## src/rtl/hack_bank_arbiter.sv

```systemverilog
// Round-robin arbiter sharing one memory bank among 4 requesters.
// Registered one-hot grant plus select index, with bounded hold under contention.
module hack_bank_arbiter #(
  parameter int unsigned MAX_HOLD = 8,
  parameter int unsigned CNT_W    = 4
) (
  input  logic       clk,
  input  logic       reset,
  input  logic [3:0] req,
  output logic [3:0] gnt,
  output logic [1:0] sel,
  output logic       busy
);

  localparam int unsigned N_REQ = 4;
  localparam int unsigned IDX_W = 2;
  localparam logic [CNT_W-1:0] HOLD_MAX = CNT_W'(MAX_HOLD);
  localparam logic [CNT_W-1:0] CNT_ONE  = CNT_W'(1);

  typedef enum logic {
    IDLE  = 1'b0,
    GRANT = 1'b1
  } state_t;

  state_t           state_q, state_d;
  logic [N_REQ-1:0] gnt_q, gnt_d;
  logic [IDX_W-1:0] sel_q, sel_d;
  logic [IDX_W-1:0] ptr_q, ptr_d;
  logic [CNT_W-1:0] cnt_q, cnt_d;
  logic             busy_q;

  // First set bit of mask, scanning upward from base with wrap-around.
  function automatic logic [IDX_W-1:0] pick(input logic [N_REQ-1:0] mask,
                                             input logic [IDX_W-1:0] base);
    logic [IDX_W-1:0] result;
    logic [IDX_W-1:0] idx;
    logic             found;
    result = base;
    found  = 1'b0;
    for (int k = 0; k < N_REQ; k++) begin
      idx = base + IDX_W'(k);
      if (!found && mask[idx]) begin
        result = idx;
        found  = 1'b1;
      end
    end
    return result;
  endfunction

  logic [N_REQ-1:0] owner_mask;
  logic [N_REQ-1:0] others;
  logic [IDX_W-1:0] next_ptr;
  logic [IDX_W-1:0] win;

  always_comb begin
    state_d    = state_q;
    gnt_d      = gnt_q;
    sel_d      = sel_q;
    ptr_d      = ptr_q;
    cnt_d      = cnt_q;
    win        = '0;
    owner_mask = N_REQ'(1) << sel_q;
    others     = req & ~owner_mask;
    next_ptr   = sel_q + IDX_W'(1);

    case (state_q)
      IDLE: begin
        if (|req) begin
          win     = pick(req, ptr_q);
          gnt_d   = N_REQ'(1) << win;
          sel_d   = win;
          cnt_d   = CNT_ONE;
          state_d = GRANT;
        end
      end
      GRANT: begin
        if (!req[sel_q]) begin
          // Owner released: hand over directly, or go idle keeping sel.
          ptr_d = next_ptr;
          if (|others) begin
            win   = pick(req, next_ptr);
            gnt_d = N_REQ'(1) << win;
            sel_d = win;
            cnt_d = CNT_ONE;
          end else begin
            gnt_d   = '0;
            state_d = IDLE;
          end
        end else if ((cnt_q == HOLD_MAX) && (|others)) begin
          ptr_d = next_ptr;
          win   = pick(others, next_ptr);
          gnt_d = N_REQ'(1) << win;
          sel_d = win;
          cnt_d = CNT_ONE;
        end else if (cnt_q != HOLD_MAX) begin
          cnt_d = cnt_q + CNT_ONE;
        end
      end
      default: begin
        state_d = IDLE;
        gnt_d   = '0;
      end
    endcase
  end

  always_ff @(posedge clk) begin
    if (reset) begin
      state_q <= IDLE;
      gnt_q   <= '0;
      sel_q   <= '0;
      ptr_q   <= '0;
      cnt_q   <= '0;
      busy_q  <= 1'b0;
    end else begin
      state_q <= state_d;
      gnt_q   <= gnt_d;
      sel_q   <= sel_d;
      ptr_q   <= ptr_d;
      cnt_q   <= cnt_d;
      busy_q  <= |gnt_d;
    end
  end

  assign gnt  = gnt_q;
  assign sel  = sel_q;
  assign busy = busy_q;

endmodule

```

## config.mk

```make
export PLATFORM = sky130hd
export DESIGN_NAME = hack_bank_arbiter
export DESIGN_NICKNAME = d
export VERILOG_FILES = /design/src/rtl/hack_bank_arbiter.sv
export SDC_FILE = /design/constraint.sdc
export NUM_CORES = 1
export LEC_CHECK = 0
export CAP_MARGIN = 20
export CORE_MARGIN = 4
export CORE_UTILIZATION = 30
export DETAILED_ROUTE_END_ITERATION = 6
export PLACE_DENSITY = 0.46
export SLEW_MARGIN = 20
export SYNTH_ARGS = -nofsm -noshare
export SYNTH_HDL_FRONTEND = slang
export SYNTH_SLANG_ARGS = --single-unit
```

## constraint.sdc

```tcl
create_clock -name clk -period 3.2 [get_ports clk]
set_input_delay 0.96 -clock clk [delete_from_list [all_inputs] [get_ports clk]]
set_output_delay 0.96 -clock clk [all_outputs]
set_load 0.01 [all_outputs]
```

==> impl_metrics.tcl <==
set metrics [dict create \
    finClkSkew_ps 3.656 \
    reg2reg_slack_ps 530 \
    min-delay-start "cnt_q[0]" \
    cts_tree "yes" \
    setup-tns-final_ps 0 \
    final-hold-violation-count 0 \
    cp_max_fo 6 \
    dr.pass1.iters 4 \
    worstRegToRegCells 8 \
    post_cts_buffers 0 \
    drt-initial-drc-count 113 \
    portBuffers 12 \
    async_flop_share_pct 0 \
    cts_buffers 3 \
    grt-ovfl-total 0 \
    post_route_cells_drive_above_1_share_pct 15.34 \
    wirelength_um 3479 \
    outcome "finished, final reports clean" \
    start_util_pct 31.51 \
    critPathLaunchType "input port" \
    leakage_uw 0.0005783 \
    final_util_pct 37.80 \
    finalSetupViolations 0 \
    place.gp.congestion 0.8211 \
    worstSkewPairLatency_ps 250 \
    final-max-slew-violation-count 0 \
    clockBufferDepth 2 \
    yosysTopAreaCellShare_pct 21.92 \
    syn_avg_cell_area_um2 7.992 \
    crit_path_top_delay_cell "nor4_2" \
    rr_startpoint "sel[1]" \
    syn_to_final_growth_pct 19.96 \
    first_global_vias 1182 \
    fp.dieW_um 73.29 \
    ys_seq_area_share_pct 21.92 \
    coreArea_um2 4058 \
    fin_crit_sh_pct 90.82 \
    rsz0062_at_grt "no" \
    cts_resized 0 \
    grt_antenna_before_repair 0 \
    path_depth 7 \
    cts.reportedPaths.clkPinSlew_ps 60 \
    fmax_mhz 344.1 \
    crit_chain "clkdlybuf4s50_1 > nor2b_1 > nor4_2 > or3_4 > nor3b_2 > a211oi_1 > a41oi_2" \
    syn_inst 160 \
    ant_nets 0 \
    ios 13 \
    arrival_ps 3030 \
    startpoint "req[0]" \
    dieArea_um2 5371 \
    synth-main-ff-cell "dfxtp_1" \
    cp-endpoint "busy" \
    endpoint_kind "register" \
    grt_max_degree 15 \
    yosysMostFrequentCell "nor2_1" \
    min_period_ps 2906 \
    whs_ps 549.9 \
    clock_tree.root_cell "clkbuf_8" \
    cp.required_ps 3320 \
    critPathBufInv 1 \
    hold_path_class "reg -> reg" \
    htreeDepth 1 \
    synth_area_um2 1279 \
    ys_ff_latch 14 \
    post_drt_wl_per_cell_um 15.39 \
    r2r-end "sel[0]" \
    synth.net_count 172 \
    grt_pass1_wl_um 5830 \
    ys_warn_count 0 \
    power_density_nw_per_um2 522.4 \
    die-height_um 73.29 \
    synth.top_cells.by_count "nor2_1, a21oi_1, dfxtp_1" \
    yosysUniqueCellTypes 57 \
    via_count 1257 \
    nNetsFinal 189 \
    slowest_delay_ps 560 \
    cts_hold_buf 0 \
    path_class "in -> reg" \
    worst_pin_slew_ps 586.0 \
    maxCapViolCount 0 \
    dp_hpwl_um 2681 \
    vias_per_cell 5.562 \
    critical_path.top_delay_family "simple AND/OR/NAND/NOR gates" \
    remaining_drc_errors 0 \
    irDropWorstVdd_mv 0.2514 \
    relSlewSlack_pct 60.70 \
    n_antenna_cell 0 \
    rows 23 \
    synthTopCellsByArea "dfxtp_1, a21oi_1, ha_1" \
    yosys.area.top_type "dfxtp_1" \
    gr-usage-all-layers_pct 13.83 \
    clock-sinks 14 \
    synth-edff-count 0 \
]
[worst reg2reg max path: cells and delay by family, from the launching register on]
kind                     cells  cell delay, ps
adder cells (fa/ha/maj)      1             530
AND/OR/NAND/NOR              1              70
AO/OA/AOI/OAI                4            1150
flip-flops                   1             510
buffers and inverters        2             310
[cells in the final DEF (no fill, tap or decap), types with 3 or more instances in the layout]
cell type        count
nor2_1              16
a21oi_1             15
dfxtp_1             14
clkdlybuf4s50_1     12
nand2_1             10
inv_1                9
nor2b_1              8
nor3_1               8
buf_4                7
ha_1                 6
o21ai_0              5
nand2b_1             4
clkbuf_8             4
and3_1               3
a211oi_1             3
[through the flow]
step | area (um2) | total power (uW) | worst slack (ps) | std cells
global placement | 1479 | 618.4 | 39.04 | 222
finish | 1534 | 801.3 | 293.7 | 226
CTS | 1534 | 803.3 | 304.5 | 226
detailed placement | 1479 | 620.7 | 44.75 | 222
global route | 1534 | 854.8 | 108.8 | 226
floorplan | 1279 | 497.3 | 816.7 | 160
[cells by family after synthesis]
group | synth area share (%)
and+or+nand+nor | 29.94
adders and majority gates | 5.871
xor gates and xnor gates | 1.370
muxes | 4.598
buffers and inverters | 5.675
AOI/OAI and AO/OA | 30.63
DFF | 21.92
[routing by layer]
| layer | part of all wire (%) | global-route usage (%) | vias to the layer above |
|---|---|---|---|
| li1 | - | - | 622 |
| met1 | 49 | 18.79 | 604 |
| met2 | 46 | 22.44 | 28 |
| met3 | 4.1 | 2.052 | 3 |
| met4 | 0.78 | 4.303 | 0 |
| met5 | 0 | 0 | - |
[where the power goes]
group / internal (uW) / switching (uW) / leakage [uW] / total [uW]
logic: 169 / 232 / 0.000434 / 401
registers: 197 / 22.7 / 0.000115 / 220
clock network: 109 / 70.6 / 0.0000288 / 180
[flip-flops by register name (all words and copies together) (netlist names)]
register and flops:
busy 1, state_q 1, cnt_q 4, sel 2, gnt 4, ptr_q 2
[how the worst min path moves through the flow]
stage                           to  slack, ps  cells past startpoint
after detailed placement  cnt_q[0]        540                      2
after CTS                 cnt_q[0]        550                      2
after floorplan           cnt_q[0]        500                      2
after global routing      ptr_q[0]        610                      2
final                     cnt_q[0]        550                      2
after global placement    cnt_q[0]        520                      2
[cell type report]
type                       count  area, um2
clock buffer                   4      55.05
fill                         406       2524
inverter                      10      37.54
multi-input combinational    129      925.9
sequential                    14      280.3
tap                           50      62.56
timing repair buffer          19      172.7
Power figures use the tool's default switching activity.
